File: config.mk
export PLATFORM = sky130hd
export DESIGN_NAME = kbd_seg_scan_flat
export DESIGN_NICKNAME = d
export VERILOG_FILES = /design/src/rtl/kbd_seg_scan_pkg.sv /design/src/rtl/kbd_seg_scan_if.sv /design/src/rtl/kbd_seg_scan_nibble.sv /design/src/rtl/kbd_seg_scan.sv /design/src/flat_wrapper.sv
export SDC_FILE = /design/constraint.sdc
export NUM_CORES = 1
export LEC_CHECK = 0
export BUFFER_PORTS_ARGS = -buffer_cell sky130_fd_sc_hd__buf_4
export CORE_MARGIN = 3
export CORE_UTILIZATION = 58
export CTS_CLUSTER_DIAMETER = 60
export DETAILED_ROUTE_END_ITERATION = 16
export PLACE_DENSITY = 0.89
export SETUP_SLACK_MARGIN = 0.2
export SLEW_MARGIN = 20
export SYNTH_ARGS = -nofsm -noshare
export SYNTH_HDL_FRONTEND = slang
export SYNTH_HIERARCHICAL = 1
export SYNTH_SLANG_ARGS = --single-unit
File: constraint.sdc
create_clock -name clk -period 4.7 [get_ports clk]
set_clock_uncertainty 0.15 [all_clocks]
set_input_delay 0.47 -clock clk [delete_from_list [all_inputs] [get_ports clk]]
set_output_delay 0.47 -clock clk [all_outputs]
set_load 0.1 [all_outputs]
File: src/rtl/kbd_seg_scan_pkg.sv
// Shared constants for the keyboard seven-segment display stage:
// digit slots, blank patterns and the active-low {g..a} hex glyph table.
package kbd_disp_pkg;

    localparam int NDIGITS = 6;

    typedef enum logic [2:0] {
        D_CNT_LO = 3'd0,
        D_CNT_HI = 3'd1,
        D_ASC_LO = 3'd2,
        D_ASC_HI = 3'd3,
        D_KEY_LO = 3'd4,
        D_KEY_HI = 3'd5
    } digit_e;

    localparam logic [7:0] SEG_BLANK = 8'hFF;
    localparam logic [5:0] AN_OFF    = 6'b111111;

    // Index = nibble value; lower-case b and d keep them distinct from 8 and 0.
    localparam logic [6:0] GLYPH [16] = '{
        7'h40, 7'h79, 7'h24, 7'h30, 7'h19, 7'h12, 7'h02, 7'h78,
        7'h00, 7'h10, 7'h08, 7'h03, 7'h46, 7'h21, 7'h06, 7'h0E
    };

endpackage

File: src/rtl/kbd_seg_scan_if.sv
// Bundle between the keyboard front end and the display stage: input
// codes from upstream and the multiplexed anode/segment drive.
interface kbd_seg_scan_if;

    logic [7:0] key;
    logic [7:0] ascii;
    logic [7:0] count;
    logic       is_press;
    logic [5:0] seg_an;
    logic [7:0] seg_out;

    modport master (
        output key, ascii, count, is_press,
        input  seg_an, seg_out
    );

    modport slave (
        input  key, ascii, count, is_press,
        output seg_an, seg_out
    );

endinterface

File: src/rtl/kbd_seg_scan_nibble.sv
// Combinational hex nibble to active-low {g,f,e,d,c,b,a} segment decoder.
module kbd_seg_nibble
    import kbd_disp_pkg::*;
(
    input  logic [3:0] nib,
    output logic [6:0] seg
);

    assign seg = GLYPH[nib];

endmodule

File: src/rtl/kbd_seg_scan.sv
// Six-digit multiplexed display of key/ascii/count with a frame-atomic
// input snapshot, blanking when no key is held and a press flash on dp.
module kbd_seg_scan
    import kbd_disp_pkg::*;
#(
    parameter int SCAN_DIV     = 50000,
    parameter int FLASH_FRAMES = 16
)
(
    input  logic           clk,
    input  logic           rst,
    kbd_seg_scan_if.slave  bus
);

    localparam int DW = $clog2(SCAN_DIV);
    localparam int FW = $clog2(FLASH_FRAMES + 2);

    logic [DW-1:0]      div_q, div_d;
    digit_e             idx_q, idx_d;
    logic [7:0]         key_snap_q, key_snap_d;
    logic [7:0]         asc_snap_q, asc_snap_d;
    logic [7:0]         cnt_snap_q, cnt_snap_d;
    logic               press_snap_q, press_snap_d;
    logic               press_hist_q, press_hist_d;
    logic [FW-1:0]      flash_q, flash_d;
    logic [NDIGITS-1:0] seg_an_q, seg_an_d;
    logic [7:0]         seg_out_q, seg_out_d;

    logic       tick, frame_start, rise;
    logic [7:0] src_key, src_asc, src_cnt;
    logic       src_press;
    logic [3:0] nib;
    logic [6:0] glyph;

    kbd_seg_nibble u_nibble (
        .nib (nib),
        .seg (glyph)
    );

    always_comb begin
        tick        = (div_q == DW'(SCAN_DIV - 1));
        div_d       = tick ? '0 : div_q + 1'b1;
        idx_d       = idx_q;
        if (tick) begin
            idx_d = (idx_q == D_KEY_HI) ? D_CNT_LO : digit_e'(idx_q + 3'd1);
        end
        frame_start = tick && (idx_q == D_KEY_HI);

        // Digit 0 of a new frame must show the values being captured now.
        src_key   = frame_start ? bus.key      : key_snap_q;
        src_asc   = frame_start ? bus.ascii    : asc_snap_q;
        src_cnt   = frame_start ? bus.count    : cnt_snap_q;
        src_press = frame_start ? bus.is_press : press_snap_q;

        key_snap_d   = src_key;
        asc_snap_d   = src_asc;
        cnt_snap_d   = src_cnt;
        press_snap_d = src_press;

        rise         = bus.is_press && !press_hist_q;
        press_hist_d = bus.is_press;
        flash_d      = flash_q;
        if (rise) begin
            flash_d = FW'(FLASH_FRAMES);
        end else if (frame_start && (flash_q != '0)) begin
            flash_d = flash_q - 1'b1;
        end

        case (idx_d)
            D_CNT_LO: nib = src_cnt[3:0];
            D_CNT_HI: nib = src_cnt[7:4];
            D_ASC_LO: nib = src_asc[3:0];
            D_ASC_HI: nib = src_asc[7:4];
            D_KEY_LO: nib = src_key[3:0];
            default:  nib = src_key[7:4];
        endcase

        seg_an_d  = seg_an_q;
        seg_out_d = seg_out_q;
        if (tick) begin
            if (!src_press && (idx_d >= D_ASC_LO)) begin
                seg_an_d  = AN_OFF;
                seg_out_d = SEG_BLANK;
            end else begin
                seg_an_d  = ~(6'd1 << idx_d);
                seg_out_d = {!((idx_d == D_CNT_LO) && (flash_q != '0)), glyph};
            end
        end
    end

    always_ff @(posedge clk) begin
        if (rst) begin
            div_q        <= '0;
            idx_q        <= D_KEY_HI;
            key_snap_q   <= '0;
            asc_snap_q   <= '0;
            cnt_snap_q   <= '0;
            press_snap_q <= 1'b0;
            press_hist_q <= 1'b0;
            flash_q      <= '0;
            seg_an_q     <= AN_OFF;
            seg_out_q    <= SEG_BLANK;
        end else begin
            div_q        <= div_d;
            idx_q        <= idx_d;
            key_snap_q   <= key_snap_d;
            asc_snap_q   <= asc_snap_d;
            cnt_snap_q   <= cnt_snap_d;
            press_snap_q <= press_snap_d;
            press_hist_q <= press_hist_d;
            flash_q      <= flash_d;
            seg_an_q     <= seg_an_d;
            seg_out_q    <= seg_out_d;
        end
    end

    assign bus.seg_an  = seg_an_q;
    assign bus.seg_out = seg_out_q;

endmodule

File: src/flat_wrapper.sv
// flat-port wrapper written by rule: the top's interface ports become plain ports
module kbd_seg_scan_flat import kbd_disp_pkg::*;
#(
    parameter int SCAN_DIV     = 50000,
    parameter int FLASH_FRAMES = 16
)
  (clk, rst, bus_key, bus_ascii, bus_count, bus_is_press, bus_seg_an, bus_seg_out);
  kbd_seg_scan_if bus_i ();
  input  logic clk;
  input  logic rst;
  input wire logic [$bits(bus_i.key)-1:0] bus_key;
  input wire logic [$bits(bus_i.ascii)-1:0] bus_ascii;
  input wire logic [$bits(bus_i.count)-1:0] bus_count;
  input wire logic [$bits(bus_i.is_press)-1:0] bus_is_press;
  output wire logic [$bits(bus_i.seg_an)-1:0] bus_seg_an;
  output wire logic [$bits(bus_i.seg_out)-1:0] bus_seg_out;
  assign bus_i.key = bus_key;
  assign bus_i.ascii = bus_ascii;
  assign bus_i.count = bus_count;
  assign bus_i.is_press = bus_is_press;
  assign bus_seg_an = bus_i.seg_an;
  assign bus_seg_out = bus_i.seg_out;
  kbd_seg_scan #(.SCAN_DIV(SCAN_DIV), .FLASH_FRAMES(FLASH_FRAMES)) u_core (.clk(clk), .rst(rst), .bus(bus_i));
endmodule
== Word-level counts from Yosys, hierarchy flattened ==
Memory sizes are Yosys's and may differ from the RTL's.
Index checks and enable logic that the tools add are counted.
Word-level totals
  register bits: 64
  memory bits (read-only): 112
  input port bits: 27
  output and inout bits: 14
  logic and storage cells: 52
  memories: 1
Cells by class
  $add $sub $neg: 3
  $lt $le $gt $ge: 2
  eq/ne operators: 6
  shifts and indexed selects: 1
  muxes and demuxes: 13
  bitwise gates (word level): 2
  reduce and logical (&&, ||, !) cells: 13
Memory list
  (name not given): words 16, width 7, read ports 1, clocked after memory_dff 0, write ports 0, line kbd_seg_scan_nibble.sv:9  | assign seg = GLYPH[nib];
Operators with widths (count)
  two-way mux 8 bit: 4
  one-hot mux 4 bit (5 select lines): 1
  adder 16 x 1 -> 16 bit (second input constant): 1
  equality test 16 bit (second input constant): 1
  two-way mux 7 bit: 2
  two-way mux 5 bit: 2
  equality test 3 x 2 -> 1 bit (second input constant): 2
  equality test 3 bit (second input constant): 2
  two-way mux 3 bit: 2
  two-way mux 6 bit: 1
  NOT 6 bit: 1
  << shifter 1 x 3 -> 6 bit (first input constant): 1
  >= comparator 5 bit (second input constant): 1
  logical AND 1 bit: 5
  NOT 4 -> 5 bit: 1
  nonzero test 5 bit: 1
  subtractor 5 x 1 -> 5 bit (second input constant): 1
  OR reduction 2 bit: 2
  adder 3 x 1 -> 3 bit (second input constant): 1
  equality test 3 x 1 -> 1 bit (second input constant): 1
  >= comparator 3 x 2 -> 1 bit (second input constant): 1
  zero test 1 bit: 3
  zero test 3 bit: 1
  nonzero test 2 bit: 1
  two-way mux 1 bit: 1

== Longest topological paths before layout ==
  word-level depth: 10
  depth in mapped cells: 14
  gate-level depth less buffers: 12

== Cells and area by module ==
Netlist, hierarchy kept.
Modules (own cells, without submodules)
  kbd_seg_scan: times used 1, cells each 362, area an instance 3034.2 um^2, sequential area each 1281.2 um^2
  kbd_seg_nibble: times used 1, cells each 36, area an instance 256.5 um^2, sequential area each 0.0 um^2

== Worst setup path after synthesis ==
OpenSTA, ideal clock, no wires.
  path kind: flip-flop to flip-flop
  from: register u_core.div_q[4]
  to: register u_core.seg_out_q[3], in the netlist u_core/bus.seg_out[3]
  library setup time: 0.117 ns
  data arrival time: 3.008 ns
  data required time: 4.433 ns
  slack: 1.425 ns
  stages on the path, launching flop included: 13
  path buffers: 1
  clock period less this slack: 3.275 ns
  path through: dfxtp_1 > or4b_4 > or4_4 > buf_6 > or3_1 > o21ai_0 > o32a_1 > inv_1 > ha_1 > nand2_2 > a21oi_1 > a31oi_1 > o22a_1
Between the ends
  longest elaborated chain between the ends: 9
  elaborated cells on any way between the ends: 21
  classes of those cells: order compare (1); eq/ne (5); mux (9); bitwise (1); reduce/logical (4); memory (1)
RTL lines
  from (decl): line kbd_seg_scan.sv:18  | logic [DW-1:0] div_q, div_d;
  from (signal assigned): line kbd_seg_scan.sv:104  | div_q <= div_d;
  equality test 16 bit *: line kbd_seg_scan.sv:41  | tick = (div_q == DW'(SCAN_DIV - 1));
  two-way mux 3 bit or logical AND 1 bit (tied branches): line kbd_seg_scan.sv:44, kbd_seg_scan.sv:47
  equality test 3 bit, or another cell as far along: line kbd_seg_scan.sv:69  | case (idx_d)
  one-hot mux 4 bit (5 select lines) *: line kbd_seg_scan.sv:69
  net u_core.nib[0]: line kbd_seg_scan.sv:32  | logic [3:0] nib;
  NOT 4 -> 5 bit (not written as such) *: line kbd_seg_scan_nibble.sv:9
  memory (16 x 7 bit) *
  two-way mux 7 bit (not written as such) * (2 in series): line kbd_seg_scan_nibble.sv:9
  net u_core.glyph[3]: line kbd_seg_scan.sv:33  | logic [6:0] glyph;
  two-way mux 8 bit *: line kbd_seg_scan.sv:81  | if (!src_press && (idx_d >= D_ASC_LO)) begin
  to (signal assigned): line kbd_seg_scan.sv:113  | seg_out_q <= seg_out_d;
  to (decl): line kbd_seg_scan.sv:27  | logic [7:0] seg_out_q, seg_out_d;
The timed path passes the listed nets; every way through them passes the cells marked *. The select of a mux whose other input is x is not followed.
A chain may end at the register's enable or synchronous reset.

== Worst setup path in the final report ==
Same ends and word-level chain as after synthesis.

==> qor.txt <==
Status: finished clean
Worst hold endpoint: u_core/press_hist_q$_SDFF_PP0_
Vias/cell: 5.942
Setup TNS: 0 ns
Worst slew margin: 33.90%
Unrepaired setup endpoints after global routing: no
R2r startpoint: u_core/div_q[4]$_SDFF_PP0_
CP cell instances: or4b_4, or4_4, or3_1, o21ai_0, o32a_1, inv_1, ha_1, nand2_2, a21oi_1, a31oi_1, o22a_1
Chip width: 81.32 um
Reg-to-Reg End: u_core/bus.seg_out[3]$_SDFFE_PP1N_
Area Overhead vs Synth: 15.78%
Non-Filler Instances: 498
Max incr delay on CP: 0.72 ns
Drt wl/cell: 15.19 um
Top cells by area, synth: dfxtp_1, nand2_1, a21oi_1, ha_1, nor2_1
Vert. Die Dim: 81.32 um
Clock Path Buffers: 2
DRT Wirelength: 7.567 mm
Clock Root Buffer: clkbuf_8
Leak pwr: 1.362 nW
Hold Path Class: in -> reg
Most instantiated cells after synthesis: nand2_1, dfxtp_1, a21oi_1
CTS tree: built
Vias in the first global route: 2700
Hold Path Origin: bus_is_press
Clk sinks: 64
First-pass GRT wire length: 12.63 mm
Max cap viols: 0
First-pass DRT Iterations: 5
Worst setup path start: u_core/div_q[4]$_SDFF_PP0_
CTS buffer count: 9
Main synth FF type: dfxtp_1
Post_cts resized: 0
Critical path fanouts, max: 27
Count leader, synth: nand2_1
Remaining Overflow, GRT: 0
Routed Antenna Nets: 0
Yosys reg bits: 64
Sequential fraction of the synthesis area: 38.94%
Num ports: 41
Hold Path Stages: 2
IO buf count: 40
Site Rows: 26
Reg clk slew, reported paths: 0.07 ns
GR Util All Layers: 24.64%
Share of the synthesized area in the top cell type: 38.94%
Post-CTS setup buffers: 0
Crit path DAT: 3.69 ns
Syn_nets: 435
Crit Path Class: reg -> reg
HPWL after detailed placement: 5.029 mm
Initial core utilization: 62.06%
GPL Wtd Cong: 0.8660
Mapped Area: 3291 sq um
Number of cells produced by synthesis: 398
Critical path endpoint category: register
Final hold vios: 0
Die area: 6613 sq um
DR vias: 2959
Synth warn: 6
Post-synth cell types: 58
Post-synth EDFFs: 0
Data required time of the worst path: 4.79 ns
Clock latency on the worst-skew pair: 0.35 ns
Critical path startpoint category: register
Period Utilization, post-route: 76.62%
Residual DRC: 0
Layout net count: 460
Tmin final: 3.601 ns
CTS Hold Bufs: 0
Fraction of registers with async set/reset: 0%
R2R Setup Slk: 1.10 ns
Ratio of cells with drive above 1 in the final layout: 17.06%
Slew @ Worst Pin: 0.9883 ns
Fmax: 277.7 MHz
Largest net degree at the start of global routing: 42
Reg2Reg Depth: 11
PwrDens: 317.3 nW/um^2
Synth Area per Inst: 8.268 sq um
H-tree levels: 3
DP Cell Count: 482
Setup-failing EPs final: 0
Initial antenna violation count: 0
Slew Limit Fails: 0
Core Area: 5303 sq um
Largest area contributor in the netlist: dfxtp_1
Worst VDD drop: 0.3150 mV
Diode count: 0
Slowest cell on crit path: or4_4
Drt first-iter violations: 267
area by class of cell:
type | instances | area [sq um]
clock buffers | 9 | 123.9
inverters | 9 | 33.78
well taps | 70 | 87.58
flip-flops and latches | 64 | 1281
clock inverters | 7 | 143.9
fillers | 423 | 1493
multi-input cells | 298 | 1832
repair buffers | 41 | 307.8
metal layers:
metal / share of wire [%] / vias to the layer above / global-route usage [%] / wire length [um]
li1: - / 1438 / - / -
met1: 45 / 1406 / 33.01 / 3403
met2: 47 / 103 / 38.03 / 3550
met3: 7.0 / 12 / 7.650 / 526
met4: 1.1 / 0 / 7.264 / 87
met5: 0 / - / 0 / 0
flip-flops by register name (all words and copies together), names as in the netlist:
register and cells:
u_core/div_q 16, u_core/asc_snap_q 8, u_core/bus.seg_out 8, u_core/cnt_snap_q 8, u_core/key_snap_q 8, u_core/bus.seg_an 6, u_core/flash_q 5, u_core/idx_q 3
u_core/press_hist_q 1, u_core/press_snap_q 1
logic make-up (layout without fill, tap and decap cells):
family	count (synthesis)	after routing	synth area share (%)
compound gates	91	91	17.57
xor+xnor	16	16	4.259
fa+ha+maj	10	10	3.802
buf+inv	36	66	5.399
flops	64	64	38.94
mux	11	11	4.334
simple gates	170	170	25.70
stage by stage:
step	setup WS, ns	hold WS (ns)	utilization (%)	total power [mW]	instance area, sq um
3_3_place_gp	1.237	0.2786	66.80	0.5938	3542
2_1_floorplan	1.425	0.2675	-	0.5743	3291
6_report	1.099	0.2151	71.85	1.209	3810
4_1_cts	1.141	0.2005	71.85	1.221	3810
3_5_place_dp	1.152	0.2958	66.80	0.5941	3542
5_1_grt	0.9144	0.2042	71.85	1.250	3810
power by group:
part | switching [mW] | leakage, nW | internal (mW) | total [mW]
Combinational | 0.0155 | 0.719 | 0.0189 | 0.0344
Sequential | 0.00191 | 0.517 | 0.545 | 0.547
Clock | 0.221 | 0.126 | 0.406 | 0.627
critical path, delay by kind of cell (launching register included):
family	cells	cell delay, ns
fa+ha+maj	1	0.31
buf+inv	1	0.14
simple gates	4	1.73
flops	1	0.35
compound gates	5	0.80
how the worst max path moves through the flow:
stage | slack (ns) | endpoint | cells after the start
2_1_floorplan | 1.43 | u_core/bus.seg_out[3]$_SDFFE_PP1N_ | 12
3_5_place_dp | 1.15 | u_core/bus.seg_out[3]$_SDFFE_PP1N_ | 11
4_1_cts | 1.14 | u_core/bus.seg_out[3]$_SDFFE_PP1N_ | 11
6_report | 1.10 | u_core/bus.seg_out[3]$_SDFFE_PP1N_ | 11
3_3_place_gp | 1.24 | u_core/bus.seg_out[3]$_SDFFE_PP1N_ | 11
5_1_grt | 0.91 | u_core/bus.seg_out[3]$_SDFFE_PP1N_ | 11
placed cells by master (no fill, tap or decap), types with 5 or more instances in the layout:
cell type,n
nand2_1,68
dfxtp_1,64
buf_4,41
a21oi_1,35
nor2_1,29
nand3_1,18
o21ai_0,13
nand2b_1,11
ha_1,10
clkbuf_8,9
inv_1,8
xor2_1,8
xnor2_1,8
o21ai_1,7
nand4_1,7
o22a_1,7
nor2b_1,6
nor3_1,6
mux2_2,5
or3_1,5
a211oi_1,5
Note: power is estimated with default switching activity, not from simulation.
